File: src/rtl/mem_access_pkg.sv
// Shared opcode constants, FSM state type and access-decode helpers for the MEM stage.
package mem_access_pkg;

    localparam logic [5:0] OP_LB  = 6'h20;
    localparam logic [5:0] OP_LH  = 6'h21;
    localparam logic [5:0] OP_LW  = 6'h23;
    localparam logic [5:0] OP_LBU = 6'h24;
    localparam logic [5:0] OP_LHU = 6'h25;
    localparam logic [5:0] OP_SB  = 6'h28;
    localparam logic [5:0] OP_SH  = 6'h29;
    localparam logic [5:0] OP_SW  = 6'h2B;

    typedef enum logic {
        IDLE = 1'b0,
        BUSY = 1'b1
    } state_t;

    typedef enum logic [1:0] {
        SZ_NONE = 2'd0,
        SZ_BYTE = 2'd1,
        SZ_HALF = 2'd2,
        SZ_WORD = 2'd3
    } acc_size_t;

    function automatic acc_size_t op_size(input logic [5:0] op);
        case (op)
            OP_LB, OP_LBU, OP_SB: op_size = SZ_BYTE;
            OP_LH, OP_LHU, OP_SH: op_size = SZ_HALF;
            OP_LW, OP_SW:         op_size = SZ_WORD;
            default:              op_size = SZ_NONE;
        endcase
    endfunction

    function automatic logic is_mem_op(input logic [5:0] op);
        is_mem_op = (op_size(op) != SZ_NONE);
    endfunction

    function automatic logic is_load_op(input logic [5:0] op);
        case (op)
            OP_LB, OP_LBU, OP_LH, OP_LHU, OP_LW: is_load_op = 1'b1;
            default:                             is_load_op = 1'b0;
        endcase
    endfunction

    function automatic logic is_misaligned(input logic [5:0] op, input logic [1:0] lane);
        case (op_size(op))
            SZ_HALF: is_misaligned = lane[0];
            SZ_WORD: is_misaligned = (lane != 2'b00);
            default: is_misaligned = 1'b0;
        endcase
    endfunction

    function automatic logic [3:0] byte_enables(input logic [5:0] op, input logic [1:0] lane);
        case (op_size(op))
            SZ_BYTE: byte_enables = 4'b0001 << lane;
            SZ_HALF: byte_enables = lane[1] ? 4'b1100 : 4'b0011;
            SZ_WORD: byte_enables = 4'b1111;
            default: byte_enables = 4'b0000;
        endcase
    endfunction

    // Store data is replicated across lanes so the byte enables alone pick the target bytes.
    function automatic logic [31:0] store_data(input logic [5:0] op, input logic [31:0] rdata2);
        case (op_size(op))
            SZ_BYTE: store_data = {4{rdata2[7:0]}};
            SZ_HALF: store_data = {2{rdata2[15:0]}};
            default: store_data = rdata2;
        endcase
    endfunction

endpackage

File: src/rtl/mem_access_load_align.sv
// Selects the addressed byte/halfword of a little-endian read word and sign/zero-extends it.
module load_align
    import mem_access_pkg::*;
(
    input  logic [31:0] rdata,
    input  logic [1:0]  addr,
    input  logic [5:0]  opcode,
    output logic [31:0] data
);

    logic [7:0]  byte_sel;
    logic [15:0] half_sel;

    always_comb begin
        byte_sel = rdata[8*addr +: 8];
        half_sel = addr[1] ? rdata[31:16] : rdata[15:0];
        case (opcode)
            OP_LB:   data = {{24{byte_sel[7]}}, byte_sel};
            OP_LBU:  data = {24'h0, byte_sel};
            OP_LH:   data = {{16{half_sel[15]}}, half_sel};
            OP_LHU:  data = {16'h0, half_sel};
            default: data = rdata;
        endcase
    end

endmodule

File: src/rtl/mem_access.sv
// MEM pipeline stage: byte/half/word loads and stores over a single-outstanding req/ack bus.
// state | meaning
// IDLE  | ready for an instruction; non-memory and misaligned ops retire from here
// BUSY  | bus request outstanding, waiting for mem_ack or timeout
module mem_access
    import mem_access_pkg::*;
#(
    parameter  int TIMEOUT = 16,
    localparam int CNT_W   = $clog2(TIMEOUT + 1)
) (
    input  logic        CLK,
    input  logic        RST,
    input  logic        in_valid,
    output logic        in_ready,
    input  logic [31:0] Ins,
    input  logic [31:0] Result,
    input  logic [31:0] Rdata2,
    output logic        out_valid,
    output logic [31:0] out_data,
    output logic [31:0] out_ins,
    output logic        err,
    output logic        mem_req,
    output logic        mem_we,
    output logic [31:0] mem_addr,
    output logic [3:0]  mem_be,
    output logic [31:0] mem_wdata,
    input  logic [31:0] mem_rdata,
    input  logic        mem_ack
);

    state_t             state, state_nx;
    logic [CNT_W-1:0]   wait_cnt;
    logic [31:0]        ins_q;
    logic [31:0]        result_q;
    logic [31:0]        load_data;
    logic [5:0]         in_op;
    logic               accept, mem_start, ack_done, abort;

    assign in_op    = Ins[31:26];
    assign in_ready = (state == IDLE) && !RST;

    load_align u_load_align (
        .rdata  (mem_rdata),
        .addr   (result_q[1:0]),
        .opcode (ins_q[31:26]),
        .data   (load_data)
    );

    always_ff @(posedge CLK or posedge RST) begin
        if (RST) state <= IDLE;
        else     state <= state_nx;
    end

    always_comb begin
        state_nx  = state;
        accept    = 1'b0;
        mem_start = 1'b0;
        ack_done  = 1'b0;
        abort     = 1'b0;
        case (state)
            IDLE: begin
                if (in_valid && in_ready) begin
                    accept = 1'b1;
                    if (is_mem_op(in_op) && !is_misaligned(in_op, Result[1:0])) begin
                        mem_start = 1'b1;
                        state_nx  = BUSY;
                    end
                end
            end
            BUSY: begin
                // An ack on the last counted cycle still completes the access.
                if (mem_ack) begin
                    ack_done = 1'b1;
                    state_nx = IDLE;
                end else if (wait_cnt == CNT_W'(TIMEOUT - 1)) begin
                    abort    = 1'b1;
                    state_nx = IDLE;
                end
            end
            default: state_nx = IDLE;
        endcase
    end

    always_ff @(posedge CLK or posedge RST) begin
        if (RST) begin
            out_valid <= 1'b0;
            out_data  <= '0;
            out_ins   <= '0;
            err       <= 1'b0;
            mem_req   <= 1'b0;
            mem_we    <= 1'b0;
            mem_addr  <= '0;
            mem_be    <= '0;
            mem_wdata <= '0;
            wait_cnt  <= '0;
            ins_q     <= '0;
            result_q  <= '0;
        end else begin
            out_valid <= 1'b0;
            if (accept) begin
                ins_q    <= Ins;
                result_q <= Result;
                wait_cnt <= '0;
                if (mem_start) begin
                    mem_req   <= 1'b1;
                    mem_we    <= !is_load_op(in_op);
                    mem_addr  <= {Result[31:2], 2'b00};
                    mem_be    <= byte_enables(in_op, Result[1:0]);
                    mem_wdata <= store_data(in_op, Rdata2);
                end else begin
                    out_valid <= 1'b1;
                    out_ins   <= Ins;
                    err       <= is_mem_op(in_op);
                    out_data  <= is_mem_op(in_op) ? 32'h0 : Result;
                end
            end
            if (ack_done) begin
                mem_req   <= 1'b0;
                out_valid <= 1'b1;
                out_ins   <= ins_q;
                err       <= 1'b0;
                out_data  <= is_load_op(ins_q[31:26]) ? load_data : result_q;
            end else if (abort) begin
                mem_req   <= 1'b0;
                out_valid <= 1'b1;
                out_ins   <= ins_q;
                err       <= 1'b1;
                out_data  <= '0;
            end else if (state == BUSY) begin
                wait_cnt <= wait_cnt + 1'b1;
            end
        end
    end

endmodule

File: config.mk
export PLATFORM = sky130hd
export DESIGN_NAME = mem_access
export DESIGN_NICKNAME = d
export VERILOG_FILES = /design/src/rtl/mem_access_pkg.sv /design/src/rtl/mem_access_load_align.sv /design/src/rtl/mem_access.sv
export SDC_FILE = /design/constraint.sdc
export NUM_CORES = 1
export LEC_CHECK = 0
export ABC_AREA = 1
export BUFFER_PORTS_ARGS = -buffer_cell sky130_fd_sc_hd__buf_4
export CAP_MARGIN = 10
export CORE_MARGIN = 5
export CORE_UTILIZATION = 55
export CTS_BUF_LIST = sky130_fd_sc_hd__clkbuf_4
export CTS_CLUSTER_DIAMETER = 30
export DETAILED_ROUTE_END_ITERATION = 6
export HOLD_SLACK_MARGIN = 0.08
export PLACE_DENSITY = 0.87
export SLEW_MARGIN = 5
export SYNTH_ARGS = -nofsm -noshare
export SYNTH_HDL_FRONTEND = slang
export SYNTH_SLANG_ARGS = --single-unit
File: constraint.sdc
create_clock -name CLK -period 7.01 [get_ports CLK]
set_input_delay 0.3505 -clock CLK [delete_from_list [all_inputs] [get_ports CLK]]
set_output_delay 0.3505 -clock CLK [all_outputs]
set_load 0.02 [all_outputs]
# == After elaboration in Yosys (flattened, before gate mapping) ==
# Cells that the tools add are included.
# classes
bitwise,1
n_mul,0
mux,59
n_addsub,1
n_shift,2
magnitude_cmp,0
n_reduce_logical,19
n_eq_ne,20
div,0
# op_table
cell,n
two-way mux 32 bit,10
case mux 32 bit (4 select lines),1
"equality test 6 bit, second input constant",13
case mux 32 bit (2 select lines),1
variable part select 32 x 6 -> 8 bit,1
two-way mux 1 bit,31
two-way mux 5 bit,4
two-way mux 16 bit,1
two-way mux 2 bit,6
case mux 4 bit (3 select lines),1
OR reduction 5 bit,2
"equality test 2 bit, second input constant",4
case mux 2 bit (3 select lines),1
AND reduction 2 bit,3
nonzero test 2 bit,3
nonzero test 3 bit,2
OR reduction 3 bit,2
"adder 5 x 1 -> 5 bit, second input constant",1
"equality test 5 x 4 -> 1 bit, second input constant",1
two-way mux 4 bit,1
case mux 1 bit (2 select lines),2
"<< shifter 1 x 2 -> 4 bit, first input constant",1
logical AND 1 bit,3
logical NOT 1 bit,3
other kinds (4),4
# totals
latch_bits,0
ff_bits,204
inputBits,132
mem_bits_ro,0
n_memories,0
ramBits,0

# == Depth between registers and ports, before layout ==
# depth
word_depth,22
depth_mapped,15
depth_no_buf,14

# == Hierarchy ==
# A second synthesis with hierarchy kept.
# hier_totals
cells_unflattened,1473
area_unflattened_um2,10706.5
# modules_own_cells
mod,n_inst,area_each_um2,cells_per_inst
mem_access,1,9753.1,1257
load_align,1,953.4,216

# == Least setup slack after synthesis ==
# Ideal clock, no wire load.
# synth_path
path_kind,input to register
start,input port Ins[31]
end,register mem_wdata[18]
path_slack_ns,4.983
path_stages,11
path_buffers,2
setup_time_ns,0.095
arrival_time_ns,1.932
required_time_ns,6.915
cell_sequence,inv_1 > nor2_2 > nand3_2 > nand2_2 > inv_1 > ha_1 > clkbuf_1 > inv_1 > buf_1 > nor2_1 > o31ai_1
# synth_via
elab_chain_len,15
word_cells_on_any_way,31
cone_classes,eq/ne (12); mux (12); reduce/logical (7)
# synth_rtl
element,line,text
from (decl),mem_access.sv:15,"input logic [31:0] Ins,"
equality test 6 bit,mem_access_pkg.sv:26,case (op)
OR reduction 3 bit or OR reduction 2 bit (tied branches),mem_access_pkg.sv:26,
case mux 2 bit (3 select lines) (*),mem_access_pkg.sv:26,
two-way mux 2 bit,mem_access.sv:62,if (in_valid && in_ready) begin
two-way mux 2 bit,mem_access.sv:60,case (state)
equality test 2 bit,mem_access_pkg.sv:46,case (op_size(op))
case mux 1 bit (2 select lines),mem_access_pkg.sv:46,
two-way mux 1 bit,mem_access.sv:62,
two-way mux 1 bit,mem_access.sv:60,
logical NOT 1 bit,mem_access.sv:64,"if (is_mem_op(in_op) && !is_misaligned(in_op, Result[1:0])) begin"
logical AND 1 bit,mem_access.sv:64,
two-way mux 1 bit,mem_access.sv:64,
two-way mux 1 bit,mem_access.sv:62,
two-way mux 1 bit,mem_access.sv:60,
AND reduction 2 bit (no source line),-,
to (signal assigned),mem_access.sv:109,"mem_wdata <= store_data(in_op, Rdata2);"
to (decl),mem_access.sv:26,"output logic [31:0] mem_wdata,"
# Mark *: on every way between the ends. The rest lies on a longest branch, timed or not. The select of a mux whose other input is x is not followed.
# A chain may end at the register's enable or synchronous reset.

# == Worst setup path in the final report ==
# layout_path
start,register state
end,register out_data[12]
# layout_via
elab_chain_len,7
word_cells_on_any_way,14
cone_classes,eq/ne (1); mux (8); bitwise (1); reduce/logical (4)
# layout_rtl
element,line,text
from (decl),mem_access.sv:31,"state_t state, state_nx;"
from (signal assigned),mem_access.sv:51,else state <= state_nx;
NOT 1 bit,-,
logical AND 1 bit,mem_access.sv:40,assign in_ready = (state == IDLE) && !RST;
logical AND 1 bit,mem_access.sv:62,
two-way mux 1 bit,mem_access.sv:62,
two-way mux 1 bit,mem_access.sv:60,
inequality test 3 x 1 -> 1 bit (no source line) or nonzero test 3 bit (tied branches),-,
AND reduction 2 bit (no source line),-,
to (signal assigned),mem_access.sv:114,out_data <= is_mem_op(in_op) ? 32'h0 : Result;
to (signal assigned),mem_access.sv:122,out_data <= is_load_op(ins_q[31:26]) ? load_data : result_q;
to (decl),mem_access.sv:19,"output logic [31:0] out_data,"
# Parallel ways exist; a longest one is shown, timed or not.

==> impl_metrics.csv <==
group,metric,value,unit
cells_and_area,stdcell_area,0.0140,mm^2
drt,highest_layer,"met4",
floorplanning,dieHeight,147,um
worst_hold_path,hold_path.class,"in -> reg",
sta,tns,0,ns
sta,tightestPinTransition,1.20,ns
global_routing,grt_pass1_vias,10800,
drt,wl_met3,3370,um
sta,max_freq,0.252,GHz
synthesis,syn-instance-count,1345,
drt,via_count,10900,
sta,setup_viol,0,
drt,m1WireLength,13000,um
drt,drt_first_iter_violations,1026,
cells_and_area,final_cell_count_no_fill,1967,
sta,finalCriticalPeriod,3.96,ns
drt,drt_wl_total,34400,um
setup_path,critPathMaxFanout,104,
clocking,cts_tree,"yes",
setup_path,endpoint_kind,"flip-flop",
sta,drv_slew,0,
global_routing,grt_overflow,0,
global_routing,grt_max_degree,130,
clocking,path_clk_slew,0.07,ns
setup_path,r2r_cells,8,
clocking,cts_resized,0,
cells_and_area,multi_input_area,0.00440,mm^2
outcome,status,"completed",
floorplanning,initial_core_util,0.556,
placed_design,dpl_cell_area,0.0123,mm^2
cells_and_area,final_util,0.748,
global_routing,grtUsageTotal,0.310,
cells_and_area,regArea,0.00510,mm^2
placed_design,routabilityCongestion,0.936,
clocking,insertion_delay,0.67,ns
setup_path,ff2ff_setup_slack,3.05,ns
power,ir_drop,0.214,mV
clocking,cts.sink_count,204,
clocking,root_buffer,"clkbuf_4",
sta,rsz0062_at_grt,"no",
worst_hold_path,min_from,"mem_ack",
floorplanning,die_area,0.0217,mm^2
clocking,ctsLongestPathBuffers,3,
sta,slew_headroom,0.199,
drt,drt-pass1-iter-count,5,
sta,hold_viol,0,
drt,wl_per_cell,17.5,um
floorplanning,die_w,147,um
cells_and_area,drive_gt1_frac,0.223,
setup_path,critPathRequiredTime,7.53,ns
global_routing,antenna_found_initial,4,
cells_and_area,syn2layout_area_growth,34.6,%
cells_and_area,nFillCells,1335,
power,p_comb_frac,0.291,
synthesis,ys_types,37,
synthesis,ys.warnings.count,0,
floorplanning,fp-row-count,50,
placed_design,numPortBuffers,266,
sta,min_period_over_period,0.566,
synthesis,syn_area_per_cell,7.71,um^2
clocking,cts.htree.levels,2,
setup_path,cp.arrival,4.49,ns
power,p_switching,1.35,mW
power,intPower,2.47,mW
drt,detail-route-antenna-nets,0,
synthesis,ys_seq_area_frac,0.493,
sta,skew,0.0512,ns
drt,drc,0,
worst_hold_path,hold_end,"err",
placed_design,dp_hpwl,21500,um
setup_path,r2r-end,"out_data[12]",
global_routing,grt_pass1_wl,54900,um
power,p_per_area,273,mW/mm^2
worst_hold_path,holdPathStages,4,
power,seqPwrFrac,0.411,
drt,via_per_inst,5.55,
floorplanning,ios,269,
clocking,cts_buffers,55,
power,clockPowerShare,0.298,
setup_path,criticalPathCategory,"reg -> reg",
placed_design,post-place-cells,1770,
clocking,post_cts_buffers,0,
clocking,ctsHoldBuffers,94,
run,cap_violations,0,
cells_and_area,nets,1825,
synthesis,syn_area,0.0104,mm^2
setup_path,start_kind,"flip-flop",
power,power.leakage,7.62,nW
floorplanning,core_area,0.0186,mm^2
setup_path,r2r-start,"state",
drt,met2_length,16500,um
power,swShare,0.353,
synthesis,synth-seq-cells,204,
-- power by group through the flow --
stage / combinational [mW] / sequential [mW] / clock [mW]
6_report: 1.11 / 1.57 / 1.13
4_1_cts: 1.09 / 1.56 / 1.15
3_5_place_dp: 1.05 / 1.57 / 0
5_1_grt: 1.20 / 1.59 / 1.22
3_3_place_gp: 1.02 / 1.57 / 0
2_1_floorplan: 0.391 / 1.75 / 0
-- routing by layer --
layer  GRT usage  up-vias
li1            -     5005
met1       0.388     5130
met2       0.513      654
met3      0.0768      135
met4       0.138        0
met5           0        -
-- state kept, by name, indices dropped and copies added (netlist names) --
register / count
err: 1
ins_q: 32
mem_addr: 30
mem_be: 4
mem_req: 1
mem_wdata: 32
mem_we: 1
out_data: 32
out_ins: 32
out_valid: 1
result_q: 32
state: 1
wait_cnt: 5
-- worst max path at each step --
stage | to | startpoint | cells after the start
2_1_floorplan | err | RST | 1
3_3_place_gp | out_data[31] | RST | 9
3_5_place_dp | out_data[25] | RST | 9
4_1_cts | out_data[12] | state | 8
5_1_grt | out_data[7] | state | 8
6_report | out_data[12] | state | 8
-- worst max-delay path: stages, from the launching register on --
cell     delay, ns
dfrtp_1       0.43
nor2_2        0.21
nand2_4       0.55
inv_2         0.75
nand3_4       0.14
nand2_4       0.77
inv_2         0.56
nand2_1       0.23
nand2_1       0.08
-- layout make-up --
| cell class | instances | area share |
|---|---|---|
| diodes | 4 | 0.000717 |
| clock inverters | 24 | 0.0128 |
| well taps | 234 | 0.0210 |
| flip-flops and latches | 204 | 0.366 |
| inverters | 117 | 0.0320 |
| multi-input cells | 947 | 0.316 |
| repair buffers | 362 | 0.212 |
| clock buffers | 75 | 0.0404 |
-- cell usage after synthesis, drive strengths merged --
master | n | area share
inv | 110 | 0.040
o211ai | 1 | 0.00072
buf | 51 | 0.031
dfrtp | 204 | 0.49
nor2 | 47 | 0.021
or2 | 1 | 0.00060
o21ai | 169 | 0.082
clkinv | 7 | 0.0025
ha | 6 | 0.0072
conb | 1 | 0.00036
nand3b | 8 | 0.0058
nand4 | 18 | 0.011
o41ai | 1 | 0.00085
clkbuf | 27 | 0.010
a31oi | 3 | 0.0018
nor3 | 9 | 0.0043
o22ai | 8 | 0.0048
mux2i | 26 | 0.025
nand3 | 63 | 0.035
a21oi | 19 | 0.0092
o21a | 9 | 0.0065
o31ai | 12 | 0.0097
nand2 | 545 | 0.20
-- logic make-up (layout without fill, tap and decap cells) --
| family | Yosys count | count (layout) | share of synthesized area |
|---|---|---|---|
| DFF | 204 | 204 | 0.493 |
| other | 1 | 6 | 0.000362 |
| and+or+nand+nor | 691 | 691 | 0.276 |
| buffers and inverters | 195 | 578 | 0.0834 |
| AOI/OAI and AO/OA | 222 | 222 | 0.115 |
| muxes | 26 | 26 | 0.0251 |
| adders and majority gates | 6 | 6 | 0.00724 |
-- metrics by stage --
step,hold slack [ns],setup WS [ns],total power [mW]
after floorplan,0.444,1.09,2.14
after global placement,0.460,3.32,2.59
after detailed placement,0.464,3.24,2.62
after CTS,0.0811,3.23,3.80
after global routing,0.119,2.80,4.01
final,0.138,3.05,3.81
-- cells in the final DEF (no fill, tap or decap), types with 20 or more instances in the layout --
master         instances
clkbuf_4              75
buf_4                268
o21ai_1               56
nand2_1              541
dlygate4sd3_1         94
dfrtp_1              204
nand3_1               56
o21ai_0              113
nor2_1                40
inv_1                101
mux2i_1               26
clkinv_1              20
Power figures use the tool's default switching activity.
